<file path="src/rtl/uart_cmd_frame_parser.sv">
// UART command-frame parser: assembles read/write frames from received bytes
// and hands validated commands and burst payload words to the DDR2 user port.
module uart_cmd_frame_parser #(
    parameter int          ADDR_WIDTH  = 26,
    parameter int          ADDR_BYTES  = 4,
    parameter int          WORD_WIDTH  = 16,
    parameter int          BURST_LEN   = 8,
    parameter logic [7:0]  CMD_WR      = 8'h01,
    parameter logic [7:0]  CMD_RD      = 8'h02,
    parameter logic [7:0]  EOF_BYTE    = 8'hFF,
    parameter int          TIMEOUT_CYC = 100000
) (
    input  logic                  sys_clk,
    input  logic                  sys_rst_n,
    input  logic                  rx_valid,
    input  logic [7:0]            rx_data,
    output logic                  cmd_valid,
    input  logic                  cmd_ready,
    output logic                  cmd_wr,
    output logic [ADDR_WIDTH-1:0] cmd_addr,
    output logic                  wdata_valid,
    input  logic                  wdata_ready,
    output logic [WORD_WIDTH-1:0] wdata,
    output logic                  wdata_last,
    output logic                  busy,
    output logic                  frame_err,
    output logic                  overrun
);

    localparam int BPW  = WORD_WIDTH / 8;
    localparam int BMAX = (ADDR_BYTES > BPW) ? ADDR_BYTES : BPW;
    localparam int BCW  = $clog2(BMAX + 1);
    localparam int WCW  = $clog2(BURST_LEN + 1);
    localparam int WIX  = (BURST_LEN > 1) ? $clog2(BURST_LEN) : 1;
    localparam int TCW  = $clog2(TIMEOUT_CYC + 1);

    localparam logic [2:0] S_IDLE   = 3'd0;
    localparam logic [2:0] S_ADDR   = 3'd1;
    localparam logic [2:0] S_DATA   = 3'd2;
    localparam logic [2:0] S_EOF    = 3'd3;
    localparam logic [2:0] S_ISSUE  = 3'd4;
    localparam logic [2:0] S_STREAM = 3'd5;

    logic [2:0]            state;
    logic [BCW-1:0]        byte_cnt;
    logic [WCW-1:0]        word_cnt;
    logic [TCW-1:0]        tmo_cnt;
    logic [ADDR_WIDTH-1:0] addr_q;
    logic                  wr_q;
    logic [WIX-1:0]        widx;
    logic [WORD_WIDTH-1:0] mem [BURST_LEN];

    assign widx        = word_cnt[WIX-1:0];
    assign busy        = (state != S_IDLE);
    assign cmd_valid   = (state == S_ISSUE);
    assign cmd_wr      = wr_q;
    assign cmd_addr    = addr_q;
    assign wdata_valid = (state == S_STREAM);
    assign wdata       = wdata_valid ? mem[widx] : '0;
    assign wdata_last  = wdata_valid && (word_cnt == WCW'(BURST_LEN - 1));

    // Payload buffer needs no reset: wdata is masked until STREAM.
    always_ff @(posedge sys_clk) begin
        if (state == S_DATA && rx_valid) begin
            for (int i = 0; i < BPW; i++) begin
                if (byte_cnt == BCW'(i)) begin
                    mem[widx][i*8 +: 8] <= rx_data;
                end
            end
        end
    end

    always_ff @(posedge sys_clk or negedge sys_rst_n) begin
        if (!sys_rst_n) begin
            state     <= S_IDLE;
            byte_cnt  <= '0;
            word_cnt  <= '0;
            tmo_cnt   <= '0;
            addr_q    <= '0;
            wr_q      <= 1'b0;
            frame_err <= 1'b0;
            overrun   <= 1'b0;
        end else begin
            frame_err <= 1'b0;
            overrun   <= 1'b0;
            unique case (state)
                S_IDLE: begin
                    byte_cnt <= '0;
                    word_cnt <= '0;
                    tmo_cnt  <= '0;
                    if (rx_valid && (rx_data == CMD_WR || rx_data == CMD_RD)) begin
                        wr_q  <= (rx_data == CMD_WR);
                        state <= S_ADDR;
                    end
                end
                S_ADDR, S_DATA, S_EOF: begin
                    // A byte in the same cycle as expiry keeps the frame alive.
                    if (rx_valid) begin
                        tmo_cnt <= '0;
                        if (state == S_ADDR) begin
                            addr_q <= ADDR_WIDTH'({addr_q, rx_data});
                            if (byte_cnt == BCW'(ADDR_BYTES - 1)) begin
                                byte_cnt <= '0;
                                state    <= wr_q ? S_DATA : S_EOF;
                            end else begin
                                byte_cnt <= byte_cnt + 1'b1;
                            end
                        end else if (state == S_DATA) begin
                            if (byte_cnt == BCW'(BPW - 1)) begin
                                byte_cnt <= '0;
                                if (word_cnt == WCW'(BURST_LEN - 1)) begin
                                    word_cnt <= '0;
                                    state    <= S_EOF;
                                end else begin
                                    word_cnt <= word_cnt + 1'b1;
                                end
                            end else begin
                                byte_cnt <= byte_cnt + 1'b1;
                            end
                        end else if (rx_data == EOF_BYTE) begin
                            state <= S_ISSUE;
                        end else begin
                            frame_err <= 1'b1;
                            state     <= S_IDLE;
                            byte_cnt  <= '0;
                            word_cnt  <= '0;
                        end
                    end else if (tmo_cnt == TCW'(TIMEOUT_CYC)) begin
                        frame_err <= 1'b1;
                        state     <= S_IDLE;
                        byte_cnt  <= '0;
                        word_cnt  <= '0;
                        tmo_cnt   <= '0;
                    end else begin
                        tmo_cnt <= tmo_cnt + 1'b1;
                    end
                end
                S_ISSUE: begin
                    overrun <= rx_valid;
                    if (cmd_ready) begin
                        state <= wr_q ? S_STREAM : S_IDLE;
                    end
                end
                S_STREAM: begin
                    overrun <= rx_valid;
                    if (wdata_ready) begin
                        if (word_cnt == WCW'(BURST_LEN - 1)) begin
                            word_cnt <= '0;
                            state    <= S_IDLE;
                        end else begin
                            word_cnt <= word_cnt + 1'b1;
                        end
                    end
                end
                default: begin
                    state <= S_IDLE;
                end
            endcase
        end
    end

endmodule

</file>
<file path="config.mk">
export PLATFORM = sky130hd
export DESIGN_NAME = uart_cmd_frame_parser
export DESIGN_NICKNAME = d
export VERILOG_FILES = /design/src/rtl/uart_cmd_frame_parser.sv
export SDC_FILE = /design/constraint.sdc
export NUM_CORES = 1
export LEC_CHECK = 0
export CORE_UTILIZATION = 44
export DETAILED_ROUTE_END_ITERATION = 8
export GPL_TIMING_DRIVEN = 0
export PLACE_DENSITY = 0.64
export SLEW_MARGIN = 20
export SYNTH_ARGS = -nofsm -noshare
export SYNTH_HDL_FRONTEND = slang
export SYNTH_SLANG_ARGS = --single-unit
</file>
<file path="constraint.sdc">
create_clock -name sys_clk -period 2.1 [get_ports sys_clk]
set_input_delay 0.21 -clock sys_clk [delete_from_list [all_inputs] [get_ports sys_clk]]
set_output_delay 0.21 -clock sys_clk [all_outputs]
set_load 0.02 [all_outputs]
</file>
Word level (Yosys, flattened, before mapping)
Memories as Yosys holds them, arrays and structs flattened. Cells that the tools add are included.

Register bits: 56. Bits in writable memories: 128. Bits of input ports: 13. Output and inout port bits: 49. Memories: 1.

Add/sub/neg operators: 3. Equal/unequal tests: 24. Muxes and demuxes: 48. Reduce and logical (&&, ||, !) cells: 16.

Memory list: mem (words 8, width 16, read ports 1, clocked after memory_dff 0, write ports 1, line 51) `logic [WORD_WIDTH-1:0] mem [BURST_LEN];`.

Operator list (count): $mux W3 (19); $mux W17 (2); $pmux W17 S2 (1); $mux W4 (8); $add A17 B1 Y17 const B (1); $eq A17 B17 Y1 const B (1); $mux W16 (1); $ne A5 B5 Y1 const B (3); $mux W1 (14); $ne A4 B4 Y1 const B (3); $pmux W3 S4 (1); $pmux W4 S3 (1); $eq A3 B2 Y1 const B (3); $eq A8 B1 Y1 const B (1); $eq A8 B2 Y1 const B (1); $eq A8 B8 Y1 const B (1); $reduce_and A8 Y1 (1); $eq A3 B1 Y1 const B (2); $eq A3 B3 Y1 const B (2); $logic_not A3 Y1 (2); $ne A2 B1 Y1 const B (3); $ne A3 B3 Y1 const B (2); $pmux W3 S2 (1); $reduce_and A3 Y1 (2); other kinds (12) (15).

Longest topological paths before layout
Gate-level depths: netlist of run 1.

Depth after elaboration: 7. Mapped depth: 9. Depth with buffers taken out: 7.

Worst setup path after synthesis of run 1
OpenSTA, ideal clock, no wires.

Path kind: register -> register. Start point: reg state[2]. End point: mem mem[0][0], enable pin. Library setup time: 395 ps. Arrival time: 1837 ps. Path slack: -132 ps. Stages on the path, launching flop included: 4. Path buffers: 0. Clock period less this slack: 2232 ps. Path through: dfrtp_1 > and4bb_1 > nand3_1 > nor4_1.

Cells in the longest elaborated chain, start to end: 4.

RTL lines: start, declared (line 44) `logic [2:0] state;`; start signal, assigned (line 104) `state <= wr_q ? S_DATA : S_EOF;`; start signal, assigned (line 141) `state <= wr_q ? S_STREAM : S_IDLE;`; $eq A3 B2 Y1 (line 64) `if (state == S_DATA && rx_valid) begin`; $logic_and A1 B1 Y1 (line 64); $mux W1 (line 64); $mux W1 (not written as such) (line 67) `mem[widx][i*8 +: 8] <= rx_data;`; end, declared (line 51).

No other way between the ends.

Final worst setup path of run 1
Start point: reg word_cnt[1]. End point: out wdata[8].

Cells in the longest elaborated chain, start to end: 2.

RTL lines: start, declared (line 46) `logic [WCW-1:0] word_cnt;`; start signal, assigned (line 115) `word_cnt <= word_cnt + 1'b1;`; start signal, assigned (line 151) `word_cnt <= word_cnt + 1'b1;`; $mem_v2 Z8 W16; $mux W16 (line 59) `assign wdata = wdata_valid ? mem[widx] : '0;`; end, declared (line 23) `output logic [WORD_WIDTH-1:0] wdata,`.

No other way between the ends.

==> impl_results.html, run 1 <==
<table>
<tr><th>Metric</th><th>Value</th></tr>
<tr><th colspan="2">Outcome</th></tr>
<tr><td>Run status</td><td>finished, violations left</td></tr>
<tr><td>Violations in the final reports</td><td>setup timing</td></tr>
<tr><th colspan="2">Power</th></tr>
<tr><td>Pwr dens</td><td>1120 nW/um^2</td></tr>
<tr><td>Relative contribution of the clock network to total power</td><td>27.9%</td></tr>
<tr><td>Switching power of the nets</td><td>3530 uW</td></tr>
<tr><td>P_int</td><td>7740 uW</td></tr>
<tr><td>Net Sw Frac</td><td>31.3%</td></tr>
<tr><td>Worst-case vdd ir drop</td><td>0.823 mV</td></tr>
<tr><td>Seq pwr share</td><td>40.1%</td></tr>
<tr><td>Leakage dissipation</td><td>0.00362 uW</td></tr>
<tr><td>Proportion of power drawn by combinational gates</td><td>31.9%</td></tr>
<tr><th colspan="2">Clock network</th></tr>
<tr><td>Buffers from clock root to sink, at most</td><td>2</td></tr>
<tr><td>TritonCTS clock tree</td><td>built</td></tr>
<tr><td>Count of clock tree sinks</td><td>184</td></tr>
<tr><td>CTS H-Tree Depth</td><td>4</td></tr>
<tr><td>Root cell of the clock tree</td><td>sky130_fd_sc_hd__clkbuf_16</td></tr>
<tr><td>Worst-Skew Late Latency</td><td>430 ps</td></tr>
<tr><td>Clock slew at reported path FFs</td><td>70 ps</td></tr>
<tr><td>Number of CTS-inserted buffers</td><td>17</td></tr>
<tr><th colspan="2">STA</th></tr>
<tr><td>Slew @ Worst Pin</td><td>841 ps</td></tr>
<tr><td>Setup skew after layout</td><td>8.00 ps</td></tr>
<tr><td>Unrepaired setup endpoints after global routing</td><td>true</td></tr>
<tr><td>Total setup violations reported at the end of the flow</td><td>16</td></tr>
<tr><td>Period utilization</td><td>112%</td></tr>
<tr><td>Clock period minus final worst setup slack</td><td>2350 ps</td></tr>
<tr><td>Final hold viol count</td><td>0</td></tr>
<tr><td>Crit path setup slack, layout</td><td>-248 ps</td></tr>
<tr><td>Number of max-slew violations in the final report</td><td>0</td></tr>
<tr><td>TNS Setup</td><td>-2870 ps</td></tr>
<tr><td>Slew HR</td><td>43.8%</td></tr>
<tr><td>Worst hold slack after final layout</td><td>322 ps</td></tr>
<tr><td>Highest clock frequency the design can meet</td><td>426 MHz</td></tr>
<tr><th colspan="2">Route</th></tr>
<tr><td>Antenna Nets Post-Route</td><td>0</td></tr>
<tr><td>Drt first-iter violations</td><td>449</td></tr>
<tr><td>Total length of routed wires</td><td>20.1 mm</td></tr>
<tr><td>Final routed DRC violation total</td><td>0</td></tr>
<tr><td>Average detailed-routed wire length per instance</td><td>22.4 um</td></tr>
<tr><td>Via-to-Cell Ratio</td><td>5.87</td></tr>
<tr><td>Vias</td><td>5248</td></tr>
<tr><td>DRT Pass-1 Iters</td><td>7</td></tr>
<tr><th colspan="2">Synthesis</th></tr>
<tr><td>Avg Synthesized Cell Area</td><td>14.2 um^2</td></tr>
<tr><td>Top FF cell, synth</td><td>sky130_fd_sc_hd__edfxtp_1</td></tr>
<tr><td>Post-synth cell types</td><td>60</td></tr>
<tr><td>Warnings, synthesis</td><td>0</td></tr>
<tr><td>FFs w/ async S/R, synth</td><td>30.4%</td></tr>
<tr><td>Area of the mapped netlist</td><td>7680 um^2</td></tr>
<tr><td>Net count after synthesis</td><td>561</td></tr>
<tr><td>Number of enable-type register cells in the synthesized netlist</td><td>128</td></tr>
<tr><td>Count of state elements after synthesis</td><td>184</td></tr>
<tr><td>Post-Synthesis Cells</td><td>540</td></tr>
<tr><td>Register area share after synthesis</td><td>68.3%</td></tr>
<tr><th colspan="2">Global route</th></tr>
<tr><td>Met3 usage</td><td>4.72%</td></tr>
<tr><td>Global-route wire length before repair</td><td>29.9 mm</td></tr>
<tr><td>Total routing usage reported by global routing</td><td>22.7%</td></tr>
<tr><td>Grt peak-use layer</td><td>met2</td></tr>
<tr><td>Maximum number of pins on one net before global-route repair</td><td>57</td></tr>
<tr><td>Met2 GRT Util</td><td>38.5%</td></tr>
<tr><td>Antenna violations before repair</td><td>0</td></tr>
<tr><td>Met1 Use GR</td><td>29.8%</td></tr>
<tr><td>Total gr overflow</td><td>0</td></tr>
<tr><td>Via count of the first global-routing pass</td><td>5251</td></tr>
<tr><th colspan="2">Die</th></tr>
<tr><td>Die Y</td><td>134 um</td></tr>
<tr><td>Std-Cell Core Area</td><td>16800 um^2</td></tr>
<tr><td>Die area</td><td>18000 um^2</td></tr>
<tr><td>X dimension of the die</td><td>134 um</td></tr>
<tr><td>Total number of placement rows</td><td>47</td></tr>
<tr><td>Initial Util</td><td>45.7%</td></tr>
<tr><td>IO Count</td><td>62</td></tr>
<tr><th colspan="2">Place</th></tr>
<tr><td>Post-DP HPWL</td><td>11.8 mm</td></tr>
<tr><td>Dpl cell area</td><td>8570 um^2</td></tr>
<tr><td>Buffers on Ports</td><td>61</td></tr>
<tr><td>Routability Congestion</td><td>0.827</td></tr>
<tr><th colspan="2">Layout</th></tr>
<tr><td>Proportion of layout cells with a drive suffix above 1</td><td>34.0%</td></tr>
<tr><td>Most common library cell in the layout ignoring fill and taps</td><td>sky130_fd_sc_hd__edfxtp_1</td></tr>
<tr><td>Filler instances</td><td>1291</td></tr>
<tr><td>Number of nets in the final layout</td><td>683</td></tr>
<tr><td>Most frequent cells in the layout</td><td>sky130_fd_sc_hd__edfxtp_1 (128), sky130_fd_sc_hd__dfrtp_1 (53), sky130_fd_sc_hd__buf_4 (51)</td></tr>
<tr><td>Area Growth Syn to Fin</td><td>31.1%</td></tr>
<tr><td>Count of antenna diodes in the layout</td><td>0</td></tr>
<tr><td>Final Cell Area</td><td>10100 um^2</td></tr>
<tr><th colspan="2">Critical path</th></tr>
<tr><td>Crit path DAT</td><td>2140 ps</td></tr>
<tr><td>Type of origin of the critical path</td><td>flip-flop</td></tr>
<tr><td>Setup slack on the worst flop-to-flop path</td><td>80 ps</td></tr>
<tr><td>Critical Setup Path Class</td><td>flip-flop to primary output</td></tr>
<tr><td>Critical-path maximum fanout</td><td>7</td></tr>
<tr><td>Required time of the worst setup path</td><td>1890 ps</td></tr>
<tr><td>Endpoint kind of the worst setup timing path</td><td>primary output</td></tr>
<tr><th colspan="2">Job</th></tr>
<tr><td>Max-cap check violation count</td><td>0</td></tr>
<tr><th colspan="2">Min path</th></tr>
<tr><td>Path type of the worst min-delay path</td><td>primary input to flip-flop</td></tr>
</table>
## critical path, cell delays in order (launching register included)
cell and delay [ps]:
sky130_fd_sc_hd__dfrtp_2 460, sky130_fd_sc_hd__buf_8 160, sky130_fd_sc_hd__nor3_4 270, sky130_fd_sc_hd__buf_4 180
sky130_fd_sc_hd__a22o_1 180, sky130_fd_sc_hd__a221oi_4 50, sky130_fd_sc_hd__a31oi_1 210, sky130_fd_sc_hd__buf_4 190
## cells by family after synthesis
| kind of cell | Yosys count | share of synthesized area, % |
|---|---|---|
| multiplexers | 33 | 4.76 |
| AO/OA/AOI/OAI | 133 | 12.8 |
| AND/OR/NAND/NOR | 133 | 9.89 |
| buffers and inverters | 47 | 2.72 |
| flip-flops | 184 | 68.3 |
| adder cells (fa/ha/maj) | 8 | 1.30 |
| XOR/XNOR | 2 | 0.228 |
## sequential cells by signal, summed over array words and instances, names as in the netlist
name,count
mem,128
cmd_addr,26
tmo_cnt,17
word_cnt,4
byte_cnt,3
state,3
cmd_wr,1
frame_err,1
overrun,1
## timing repair
item / 4_1_cts / 5_1_grt
setup buffers: 36 / 7
endpoints found under the hold margin: 56 / 0
gates cloned: 1 / 2
endpoints found under the setup margin: 153 / 150
resized for setup: 202 / 49
pin swaps: 28 / 9
hold buffers: 1 / 0
## power by group through the flow
| stage | Sequential [uW] | Combinational (uW) | Clock [uW] |
|---|---|---|---|
| floorplan | 4860 | 1560 | 0 |
| global placement | 4570 | 2970 | 0 |
| detailed placement | 4590 | 3030 | 0 |
| CTS | 4520 | 3430 | 3190 |
| global route | 4570 | 3830 | 3350 |
| finish | 4520 | 3600 | 3150 |
## final cells by class
cell class	count	area [um^2]	area share (%)
flip-flops and latches	184	5250	52.1
multi-input cells	309	2650	26.3
repair buffers	108	1000	9.92
clock buffers	18	429	4.26
well taps	220	275	2.73
plain buffers	24	259	2.57
clock inverters	13	145	1.44
inverters	18	71.3	0.708
## synthesized netlist by cell type, types with 3 or more instances
master / number / area [um^2]
sky130_fd_sc_hd__and4bb_2: 3 / 37.5
sky130_fd_sc_hd__a31oi_1: 17 / 106
sky130_fd_sc_hd__nor4_1: 3 / 18.8
sky130_fd_sc_hd__nand2b_1: 3 / 18.8
sky130_fd_sc_hd__ha_1: 8 / 100
sky130_fd_sc_hd__nand3_1: 17 / 85.1
sky130_fd_sc_hd__o31ai_1: 4 / 30.0
sky130_fd_sc_hd__nor2_1: 27 / 101
sky130_fd_sc_hd__a22oi_1: 41 / 308
sky130_fd_sc_hd__nand3b_1: 4 / 30.0
sky130_fd_sc_hd__inv_1: 18 / 67.6
sky130_fd_sc_hd__nand4_1: 3 / 18.8
sky130_fd_sc_hd__a31o_2: 4 / 35.0
sky130_fd_sc_hd__a22o_1: 15 / 131
sky130_fd_sc_hd__a41oi_1: 5 / 43.8
sky130_fd_sc_hd__mux2i_1: 5 / 50.1
sky130_fd_sc_hd__clkbuf_1: 11 / 41.3
sky130_fd_sc_hd__edfxtp_1: 128 / 3840
sky130_fd_sc_hd__a21oi_1: 10 / 50.1
sky130_fd_sc_hd__nand2_1: 32 / 120
sky130_fd_sc_hd__buf_2: 14 / 70.1
sky130_fd_sc_hd__and2_1: 4 / 25.0
sky130_fd_sc_hd__mux2_2: 28 / 315
sky130_fd_sc_hd__and3_1: 5 / 31.3
sky130_fd_sc_hd__dfrtp_1: 56 / 1400
sky130_fd_sc_hd__o21ai_0: 12 / 60.1
sky130_fd_sc_hd__nor3_1: 5 / 25.0
sky130_fd_sc_hd__a221oi_1: 12 / 105
sky130_fd_sc_hd__or3_1: 5 / 31.3
## metal layers
layer	up-vias	share of wire [%]
met5	-	0
met4	0	0.93
met3	19	5.4
met2	188	51
met1	2690	43
li1	2351	-
## metrics by stage
step	power, uW	utilization, %	std cells	worst slack [ps]
6_report	11300	59.9	894	-248
5_1_grt	11700	59.9	894	-331
4_1_cts	11100	58.6	885	-192
3_5_place_dp	7620	51.0	821	-922
3_3_place_gp	7540	51.0	821	-870
2_1_floorplan	6420	-	540	110
## final timing paths
kind	from	cells after the start	endpoint
max reg2reg	word_cnt[1]	6	mem[0][9]
min	rx_data[4]	1	mem[4][4]
min reg2reg	cmd_addr[20]	1	cmd_addr[20]
max in group asynchronous	sys_rst_n	2	word_cnt[1]
min in group asynchronous	sys_rst_n	2	cmd_addr[17]
max	word_cnt[1]	7	wdata[8]
(Power assumes the default switching activity.)
==> run 2: changes to the inputs <==
- CORE_ASPECT_RATIO: unset -> 0.75
==> impl_results.html, run 2 (synthesis results as in run 1) <==
<table>
<tr><th>Metric</th><th>Value</th></tr>
<tr><th colspan="2">Outcome</th></tr>
<tr><td>Run status</td><td>finished, violations left (unchanged)</td></tr>
<tr><td>Violations in the final reports</td><td>setup timing (unchanged)</td></tr>
<tr><th colspan="2">STA</th></tr>
<tr><td>Setup skew after layout</td><td>8.59 ps (was 8.00 ps)</td></tr>
<tr><td>Slew @ Worst Pin</td><td>856 ps (was 841 ps)</td></tr>
<tr><td>Period utilization</td><td>112% (about the same)</td></tr>
<tr><td>Slew HR</td><td>42.9% (was 43.8%)</td></tr>
<tr><td>Final hold viol count</td><td>0 (unchanged)</td></tr>
<tr><td>Clock period minus final worst setup slack</td><td>2350 ps (about the same)</td></tr>
<tr><td>Total setup violations reported at the end of the flow</td><td>21 (was 16)</td></tr>
<tr><td>Crit path setup slack, layout</td><td>-247 ps (was -248 ps)</td></tr>
<tr><td>Number of max-slew violations in the final report</td><td>0 (unchanged)</td></tr>
<tr><td>Highest clock frequency the design can meet</td><td>426 MHz (about the same)</td></tr>
<tr><td>Unrepaired setup endpoints after global routing</td><td>true (unchanged)</td></tr>
<tr><td>Worst hold slack after final layout</td><td>380 ps (was 322 ps)</td></tr>
<tr><th colspan="2">Clock network</th></tr>
<tr><td>TritonCTS clock tree</td><td>built (unchanged)</td></tr>
<tr><td>Buffers from clock root to sink, at most</td><td>2 (unchanged)</td></tr>
<tr><td>Count of clock tree sinks</td><td>184 (unchanged)</td></tr>
<tr><td>CTS H-Tree Depth</td><td>4 (unchanged)</td></tr>
<tr><td>Worst-Skew Late Latency</td><td>430 ps (about the same)</td></tr>
<tr><td>Root cell of the clock tree</td><td>sky130_fd_sc_hd__clkbuf_16 (unchanged)</td></tr>
<tr><td>Clock slew at reported path FFs</td><td>70 ps (about the same)</td></tr>
<tr><td>Number of CTS-inserted buffers</td><td>17 (unchanged)</td></tr>
<tr><th colspan="2">Layout</th></tr>
<tr><td>Proportion of layout cells with a drive suffix above 1</td><td>33.8% (was 34.0%)</td></tr>
<tr><td>Most common library cell in the layout ignoring fill and taps</td><td>sky130_fd_sc_hd__edfxtp_1 (unchanged)</td></tr>
<tr><td>Number of nets in the final layout</td><td>686 (was 683)</td></tr>
<tr><td>Footprint of the flip-flops and latches</td><td>5250 um^2 (unchanged)</td></tr>
<tr><td>Flip-flop count of the largest register, all copies and words added</td><td>128 (unchanged)</td></tr>
<tr><td>Most frequent cells in the layout</td><td>sky130_fd_sc_hd__edfxtp_1 (128), sky130_fd_sc_hd__dfrtp_1 (53), sky130_fd_sc_hd__buf_4 (44) (was sky130_fd_sc_hd__edfxtp_1 (128), sky130_fd_sc_hd__dfrtp_1 (53), sky130_fd_sc_hd__buf_4 (51))</td></tr>
<tr><td>Area of the multi-input gates</td><td>2680 um^2 (was 2650 um^2)</td></tr>
<tr><td>Count of antenna diodes in the layout</td><td>0 (unchanged)</td></tr>
<tr><td>Area Growth Syn to Fin</td><td>32.4% (was 31.1%)</td></tr>
<tr><td>Register ranked first by flip-flop count</td><td>mem (unchanged)</td></tr>
<tr><td>Filler instances</td><td>1259 (was 1291)</td></tr>
<tr><th colspan="2">Power</th></tr>
<tr><td>Pwr dens</td><td>1110 nW/um^2 (was 1120 nW/um^2)</td></tr>
<tr><td>Leakage dissipation</td><td>0.00363 uW (was 0.00362 uW)</td></tr>
<tr><td>Worst-case vdd ir drop</td><td>0.741 mV (was 0.823 mV)</td></tr>
<tr><td>Switching power of the nets</td><td>3580 uW (was 3530 uW)</td></tr>
<tr><td>Seq pwr share</td><td>40.3% (was 40.1%)</td></tr>
<tr><td>Relative contribution of the clock network to total power</td><td>26.9% (was 27.9%)</td></tr>
<tr><td>Overall power of the completed layout</td><td>11300 uW (about the same)</td></tr>
<tr><td>Proportion of power drawn by combinational gates</td><td>32.8% (was 31.9%)</td></tr>
<tr><td>Net Sw Frac</td><td>31.8% (was 31.3%)</td></tr>
<tr><td>P_int</td><td>7680 uW (was 7740 uW)</td></tr>
<tr><th colspan="2">Min path</th></tr>
<tr><td>Path type of the worst min-delay path</td><td>primary input to async pin (was primary input to flip-flop)</td></tr>
<tr><th colspan="2">Critical path</th></tr>
<tr><td>Crit path DAT</td><td>2140 ps (about the same)</td></tr>
<tr><td>Count of cells along the worst register-to-register path</td><td>4 (was 6)</td></tr>
<tr><td>Startpoint of the lowest-slack register-to-register path</td><td>state[2] (was word_cnt[1])</td></tr>
<tr><td>Required time of the worst setup path</td><td>1890 ps (about the same)</td></tr>
<tr><td>Endpoint kind of the worst setup timing path</td><td>primary output (unchanged)</td></tr>
<tr><td>Critical Setup Path Class</td><td>flip-flop to primary output (unchanged)</td></tr>
<tr><td>Reg-to-reg critical path endpoint</td><td>mem[0][0] (was mem[0][9])</td></tr>
<tr><td>Setup slack on the worst flop-to-flop path</td><td>-20 ps (was 80 ps)</td></tr>
<tr><td>Critical-path maximum fanout</td><td>10 (was 7)</td></tr>
<tr><td>Type of origin of the critical path</td><td>flip-flop (unchanged)</td></tr>
<tr><th colspan="2">Global route</th></tr>
<tr><td>Total routing usage reported by global routing</td><td>23.0% (was 22.7%)</td></tr>
<tr><td>Antenna violations before repair</td><td>0 (unchanged)</td></tr>
<tr><td>Total gr overflow</td><td>0 (unchanged)</td></tr>
<tr><td>Global-route wire length before repair</td><td>29.8 mm (was 29.9 mm)</td></tr>
<tr><td>Maximum number of pins on one net before global-route repair</td><td>57 (unchanged)</td></tr>
<tr><td>Via count of the first global-routing pass</td><td>5008 (was 5251)</td></tr>
<tr><th colspan="2">Die</th></tr>
<tr><td>Std-Cell Core Area</td><td>16900 um^2 (was 16800 um^2)</td></tr>
<tr><td>Die Y</td><td>116 um (was 134 um)</td></tr>
<tr><td>Die area</td><td>18000 um^2 (about the same)</td></tr>
<tr><td>Initial Util</td><td>45.4% (was 45.7%)</td></tr>
<tr><td>Total number of placement rows</td><td>41 (was 47)</td></tr>
<tr><td>X dimension of the die</td><td>155 um (was 134 um)</td></tr>
<tr><td>IO Count</td><td>62 (unchanged)</td></tr>
<tr><th colspan="2">Place</th></tr>
<tr><td>Buffers on Ports</td><td>61 (unchanged)</td></tr>
<tr><td>Worst slack at placement</td><td>-915 ps (was -922 ps)</td></tr>
<tr><td>Routability Congestion</td><td>0.822 (was 0.827)</td></tr>
<tr><td>Post-DP HPWL</td><td>11.9 mm (was 11.8 mm)</td></tr>
<tr><th colspan="2">Route</th></tr>
<tr><td>Total length of routed wires</td><td>20.2 mm (was 20.1 mm)</td></tr>
<tr><td>Via-to-Cell Ratio</td><td>5.98 (was 5.87)</td></tr>
<tr><td>Vias</td><td>5337 (was 5248)</td></tr>
<tr><td>Antenna Nets Post-Route</td><td>0 (unchanged)</td></tr>
<tr><td>Drt first-iter violations</td><td>575 (was 449)</td></tr>
<tr><td>Average detailed-routed wire length per instance</td><td>22.6 um (was 22.4 um)</td></tr>
<tr><td>DRT Pass-1 Iters</td><td>5 (was 7)</td></tr>
<tr><td>Final routed DRC violation total</td><td>0 (unchanged)</td></tr>
<tr><th colspan="2">Job</th></tr>
<tr><td>Max-cap check violation count</td><td>0 (unchanged)</td></tr>
</table>
-- run 2: changes by cell type in the layout (fill, tap and decap cells not counted), sizes merged --
cell | before | now
dlygate4sd2 | 3 | 7
clkbuf | 32 | 30
clkdlybuf4s15 | 1 | 3
clkinvlp | 2 | 4
bufinv | 2 | 1
clkinv | 5 | 4
-- run 2: timing repair --
| action | 4_1_cts | 5_1_grt |
|---|---|---|
| gates cloned | 5 | 0 |
| buffers inserted | 25 | 20 |
| pin swaps | 35 | 21 |
| setup endpoints to repair | 151 | 176 |
| hold buffers | 1 | 0 |
| hold endpoints to repair | 56 | 0 |
| resized for setup | 218 | 42 |
-- run 2: per-layer routing --
metal	share of wire [%]	wire length (um)	GRT usage, %	vias up
li1	-	-	-	2358
met1	43	8670	32.1	2700
met2	47	9490	35.9	262
met3	9.2	1870	6.31	17
met4	0.94	190	5.61	0
met5	0	0	0	-
-- run 2: worst max path at each step --
| stage | slack, ps | startpoint | depth (start not counted) | end |
|---|---|---|---|---|
| 2_1_floorplan | 110 | word_cnt[2] | 7 | wdata[0] |
| 3_3_place_gp | -870 | sys_rst_n | 1 | tmo_cnt[2] |
| 3_5_place_dp | -910 | word_cnt[2] | 8 | wdata[0] |
| 4_1_cts | -210 | word_cnt[2] | 6 | wdata[14] |
| 5_1_grt | -340 | word_cnt[0] | 6 | wdata[8] |
| 6_report | -250 | word_cnt[0] | 6 | wdata[8] |
-- run 2: area by class of cell --
type                            instances  share of cell area, %
Sequential cell                       184                   51.6
Tap cell                              215                   2.65
Timing Repair Buffer                  112                   10.4
Clock inverter                         13                   1.17
Buffer                                 23                   2.78
Clock buffer                           19                   4.26
Inverter                               18                  0.701
Multi-Input combinational cell        309                   26.4
-- run 2: worst max-delay path, stage by stage (launching register included) --
cell and delay [ps]:
sky130_fd_sc_hd__dfrtp_2 470, sky130_fd_sc_hd__nor2_1 240, sky130_fd_sc_hd__and2_4 250, sky130_fd_sc_hd__clkbuf_8 190
sky130_fd_sc_hd__a22oi_1 90, sky130_fd_sc_hd__a31oi_1 240, sky130_fd_sc_hd__buf_2 210
-- run 2: per-stage QoR --
step / util (%) / setup TNS (ps) / area, um^2 / cells
final: 60.1 / -2800 / 10200 / 893
after global routing: 60.1 / -4830 / 10200 / 893
after CTS: 58.1 / -10550 / 9830 / 874
after detailed placement: 50.6 / -77510 / 8560 / 816
after global placement: 50.6 / -119520 / 8570 / 816
after floorplan: - / 0 / 7690 / 540
-- run 2: power by group through the flow --
stage / combinational, uW / sequential, uW / clock, uW
6_report: 3690 / 4540 / 3030
3_3_place_gp: 2990 / 4570 / 0
4_1_cts: 3430 / 4530 / 3060
5_1_grt: 3920 / 4590 / 3200
2_1_floorplan: 1560 / 4860 / 0
3_5_place_dp: 3020 / 4590 / 0
==> run 3: changes to the inputs <==
- ABC_AREA: unset -> 0
- CORE_ASPECT_RATIO: 0.75 -> 1.5
==> impl_results.html, run 3 (synthesis results as in run 1) <==
<table>
<tr><th>Metric</th><th>Value</th></tr>
<tr><th colspan="2">Outcome</th></tr>
<tr><td>Run status</td><td>finished, violations left (unchanged)</td></tr>
<tr><td>Violations in the final reports</td><td>setup timing (unchanged)</td></tr>
<tr><th colspan="2">Layout</th></tr>
<tr><td>Flip-flop count of the largest register, all copies and words added</td><td>128 (unchanged)</td></tr>
<tr><td>Number of nets in the final layout</td><td>680 (was 686)</td></tr>
<tr><td>Post-Layout Cell Count</td><td>882 (was 893)</td></tr>
<tr><td>Proportion of layout cells with a drive suffix above 1</td><td>35.1% (was 33.8%)</td></tr>
<tr><td>Most frequent cells in the layout</td><td>sky130_fd_sc_hd__edfxtp_1 (128), sky130_fd_sc_hd__dfrtp_1 (53), sky130_fd_sc_hd__buf_4 (46) (was sky130_fd_sc_hd__edfxtp_1 (128), sky130_fd_sc_hd__dfrtp_1 (53), sky130_fd_sc_hd__buf_4 (44))</td></tr>
<tr><td>Area Growth Syn to Fin</td><td>31.9% (was 32.4%)</td></tr>
<tr><td>Footprint of the flip-flops and latches</td><td>5250 um^2 (unchanged)</td></tr>
<tr><td>Area of the multi-input gates</td><td>2700 um^2 (was 2680 um^2)</td></tr>
<tr><td>Most common library cell in the layout ignoring fill and taps</td><td>sky130_fd_sc_hd__edfxtp_1 (unchanged)</td></tr>
<tr><td>Filler instances</td><td>1309 (was 1259)</td></tr>
<tr><td>Count of antenna diodes in the layout</td><td>0 (unchanged)</td></tr>
<tr><td>Register ranked first by flip-flop count</td><td>mem (unchanged)</td></tr>
<tr><th colspan="2">Critical path</th></tr>
<tr><td>Required time of the worst setup path</td><td>1890 ps (about the same)</td></tr>
<tr><td>Reg-to-reg critical path endpoint</td><td>mem[0][14] (was mem[0][0])</td></tr>
<tr><td>Crit path DAT</td><td>2120 ps (was 2140 ps)</td></tr>
<tr><td>Critical Setup Path Class</td><td>flip-flop to primary output (unchanged)</td></tr>
<tr><td>Endpoint kind of the worst setup timing path</td><td>primary output (unchanged)</td></tr>
<tr><td>Setup slack on the worst flop-to-flop path</td><td>40 ps (was -20 ps)</td></tr>
<tr><td>Most Frequent Cell on Critical Path</td><td>sky130_fd_sc_hd__buf_4</td></tr>
<tr><td>Count of cells along the worst register-to-register path</td><td>7 (was 4)</td></tr>
<tr><td>Critical-path maximum fanout</td><td>7 (was 10)</td></tr>
<tr><td>Type of origin of the critical path</td><td>flip-flop (unchanged)</td></tr>
<tr><td>Startpoint of the lowest-slack register-to-register path</td><td>word_cnt[2] (was state[2])</td></tr>
<tr><td>Library cell contributing the largest single delay on the critical path</td><td>sky130_fd_sc_hd__dfrtp_1 (was sky130_fd_sc_hd__dfrtp_2)</td></tr>
<tr><td>Delay contributed by the slowest stage of the critical path</td><td>340 ps (was 470 ps)</td></tr>
<tr><td>Top Family by Delay on Critical Path</td><td>buffers and inverters (was simple AND/OR/NAND/NOR gates)</td></tr>
<tr><td>Cell-by-cell trace of the critical path</td><td>buf_6, buf_4, buf_4, nand2_2, nor2_4, buf_8, a22oi_2, a31oi_1, buf_4 (was nor2_1, and2_4, clkbuf_8, a22oi_1, a31oi_1, buf_2)</td></tr>
<tr><td>Buffer and inverter count on the worst path</td><td>5 (was 2)</td></tr>
<tr><th colspan="2">Global route</th></tr>
<tr><td>Antenna violations before repair</td><td>0 (unchanged)</td></tr>
<tr><td>Met1 Use GR</td><td>27.7% (was 32.1%)</td></tr>
<tr><td>Grt peak-use layer</td><td>met2 (unchanged)</td></tr>
<tr><td>Global-route wire length before repair</td><td>29.6 mm (was 29.8 mm)</td></tr>
<tr><td>Met2 GRT Util</td><td>40.5% (was 35.9%)</td></tr>
<tr><td>Met3 usage</td><td>3.65% (was 6.31%)</td></tr>
<tr><td>Maximum number of pins on one net before global-route repair</td><td>57 (unchanged)</td></tr>
<tr><td>Total gr overflow</td><td>0 (unchanged)</td></tr>
<tr><td>Via count of the first global-routing pass</td><td>5150 (was 5008)</td></tr>
<tr><td>Total routing usage reported by global routing</td><td>22.6% (was 23.0%)</td></tr>
<tr><th colspan="2">Power</th></tr>
<tr><td>Seq pwr share</td><td>39.9% (was 40.3%)</td></tr>
<tr><td>Relative contribution of the clock network to total power</td><td>27.8% (was 26.9%)</td></tr>
<tr><td>Pwr dens</td><td>1120 nW/um^2 (was 1110 nW/um^2)</td></tr>
<tr><td>Leakage dissipation</td><td>0.00360 uW (was 0.00363 uW)</td></tr>
<tr><td>Net Sw Frac</td><td>31.7% (was 31.8%)</td></tr>
<tr><td>Switching power of the nets</td><td>3610 uW (was 3580 uW)</td></tr>
<tr><td>Proportion of power drawn by combinational gates</td><td>32.3% (was 32.8%)</td></tr>
<tr><td>Overall power of the completed layout</td><td>11400 uW (was 11300 uW)</td></tr>
<tr><td>Worst-case vdd ir drop</td><td>0.732 mV (was 0.741 mV)</td></tr>
<tr><td>P_int</td><td>7760 uW (was 7680 uW)</td></tr>
<tr><th colspan="2">STA</th></tr>
<tr><td>Period utilization</td><td>111% (was 112%)</td></tr>
<tr><td>Highest clock frequency the design can meet</td><td>429 MHz (was 426 MHz)</td></tr>
<tr><td>Unrepaired setup endpoints after global routing</td><td>true (unchanged)</td></tr>
<tr><td>Slew @ Worst Pin</td><td>916 ps (was 856 ps)</td></tr>
<tr><td>Total setup violations reported at the end of the flow</td><td>16 (was 21)</td></tr>
<tr><td>Setup skew after layout</td><td>11.5 ps (was 8.59 ps)</td></tr>
<tr><td>Slew HR</td><td>38.9% (was 42.9%)</td></tr>
<tr><td>Crit path setup slack, layout</td><td>-230 ps (was -247 ps)</td></tr>
<tr><td>TNS Setup</td><td>-3050 ps (was -2800 ps)</td></tr>
<tr><td>Clock period minus final worst setup slack</td><td>2330 ps (was 2350 ps)</td></tr>
<tr><td>Number of max-slew violations in the final report</td><td>0 (unchanged)</td></tr>
<tr><td>Worst hold slack after final layout</td><td>374 ps (was 380 ps)</td></tr>
<tr><td>Final hold viol count</td><td>0 (unchanged)</td></tr>
<tr><th colspan="2">Job</th></tr>
<tr><td>Max-cap check violation count</td><td>0 (unchanged)</td></tr>
<tr><th colspan="2">Die</th></tr>
<tr><td>Initial Util</td><td>45.4% (about the same)</td></tr>
<tr><td>IO Count</td><td>62 (unchanged)</td></tr>
<tr><td>Die area</td><td>18000 um^2 (about the same)</td></tr>
<tr><td>Std-Cell Core Area</td><td>16900 um^2 (about the same)</td></tr>
<tr><td>X dimension of the die</td><td>110 um (was 155 um)</td></tr>
<tr><td>Die Y</td><td>164 um (was 116 um)</td></tr>
<tr><td>Total number of placement rows</td><td>58 (was 41)</td></tr>
<tr><th colspan="2">Route</th></tr>
<tr><td>Final routed DRC violation total</td><td>0 (unchanged)</td></tr>
<tr><td>Antenna Nets Post-Route</td><td>0 (unchanged)</td></tr>
<tr><td>Drt first-iter violations</td><td>382 (was 575)</td></tr>
<tr><td>Total length of routed wires</td><td>19.8 mm (was 20.2 mm)</td></tr>
<tr><td>Average detailed-routed wire length per instance</td><td>22.4 um (was 22.6 um)</td></tr>
<tr><td>Vias</td><td>5250 (was 5337)</td></tr>
<tr><td>Via-to-Cell Ratio</td><td>5.95 (was 5.98)</td></tr>
<tr><td>DRT Pass-1 Iters</td><td>5 (unchanged)</td></tr>
<tr><th colspan="2">Min path</th></tr>
<tr><td>Path type of the worst min-delay path</td><td>primary input to async pin (unchanged)</td></tr>
<tr><th colspan="2">Place</th></tr>
<tr><td>Post-placement cell count</td><td>811 (was 816)</td></tr>
<tr><td>Buffers on Ports</td><td>61 (unchanged)</td></tr>
<tr><td>Routability Congestion</td><td>0.853 (was 0.822)</td></tr>
<tr><td>Post-DP HPWL</td><td>12.2 mm (was 11.9 mm)</td></tr>
<tr><th colspan="2">Clock network</th></tr>
<tr><td>Number of CTS-inserted buffers</td><td>17 (unchanged)</td></tr>
<tr><td>CTS H-Tree Depth</td><td>4 (unchanged)</td></tr>
<tr><td>Count of clock tree sinks</td><td>184 (unchanged)</td></tr>
<tr><td>Root cell of the clock tree</td><td>sky130_fd_sc_hd__clkbuf_16 (unchanged)</td></tr>
<tr><td>TritonCTS clock tree</td><td>built (unchanged)</td></tr>
<tr><td>Buffers from clock root to sink, at most</td><td>2 (unchanged)</td></tr>
<tr><td>Clock slew at reported path FFs</td><td>70 ps (about the same)</td></tr>
<tr><td>Worst-Skew Late Latency</td><td>430 ps (about the same)</td></tr>
</table>
-- run 3: changes by cell type in the layout (fill, tap and decap cells not counted), moves of 4 or more --
| cell | change |
|---|---|
| sky130_fd_sc_hd__buf_2 | -7 |
| sky130_fd_sc_hd__a22oi_1 | -4 |
| sky130_fd_sc_hd__a22oi_2 | +4 |
| sky130_fd_sc_hd__buf_6 | +4 |
-- run 3: how the worst max path moves through the flow --
| stage | depth (start not counted) | slack, ps | startpoint | end |
|---|---|---|---|---|
| after detailed placement | 8 | -910 | word_cnt[2] | wdata[0] |
| after global placement | 1 | -910 | sys_rst_n | tmo_cnt[3] |
| after floorplan | 7 | 110 | word_cnt[2] | wdata[0] |
| after global routing | 8 | -310 | word_cnt[2] | wdata[0] |
| final | 9 | -230 | word_cnt[2] | wdata[5] |
| after CTS | 8 | -210 | word_cnt[0] | wdata[2] |
-- run 3: through the flow --
step                instance area, um^2  utilization, %  worst slack, ps
floorplan                          7690               -              110
global placement                   8560            50.6             -909
detailed placement                 8560            50.6             -907
CTS                                9810            58.0             -209
global route                      10100            59.9             -310
finish                            10100            59.9             -230
-- run 3: power by group through the flow --
stage | logic (uW) | clock network, uW | registers (uW)
4_1_cts | 3470 | 3200 | 4540
3_3_place_gp | 2970 | 0 | 4580
3_5_place_dp | 3030 | 0 | 4620
5_1_grt | 3900 | 3340 | 4590
2_1_floorplan | 1560 | 0 | 4860
6_report | 3670 | 3160 | 4540
-- run 3: routing by layer --
| metal | routed length (um) | vias up |
|---|---|---|
| met5 | 0 | - |
| met1 | 7740 | 2709 |
| met3 | 999 | 19 |
| li1 | - | 2345 |
| met4 | 276 | 0 |
| met2 | 10800 | 177 |
-- run 3: timing repair --
item,CTS,global route
resized for setup,213,64
gates cloned,2,1
endpoints found under the hold margin,56,0
setup endpoints to repair,153,168
pin swaps,28,26
hold buffers,1,0
buffers inserted,30,16
-- run 3: area by class of cell --
type	instances	share of cell area, %
clock buffer	19	4.47
timing repair buffer	107	10.1
buffer	22	2.36
clock inverter	13	1.37
tap	210	2.59
multi-input combinational	309	26.6
sequential	184	51.8
inverter	18	0.704
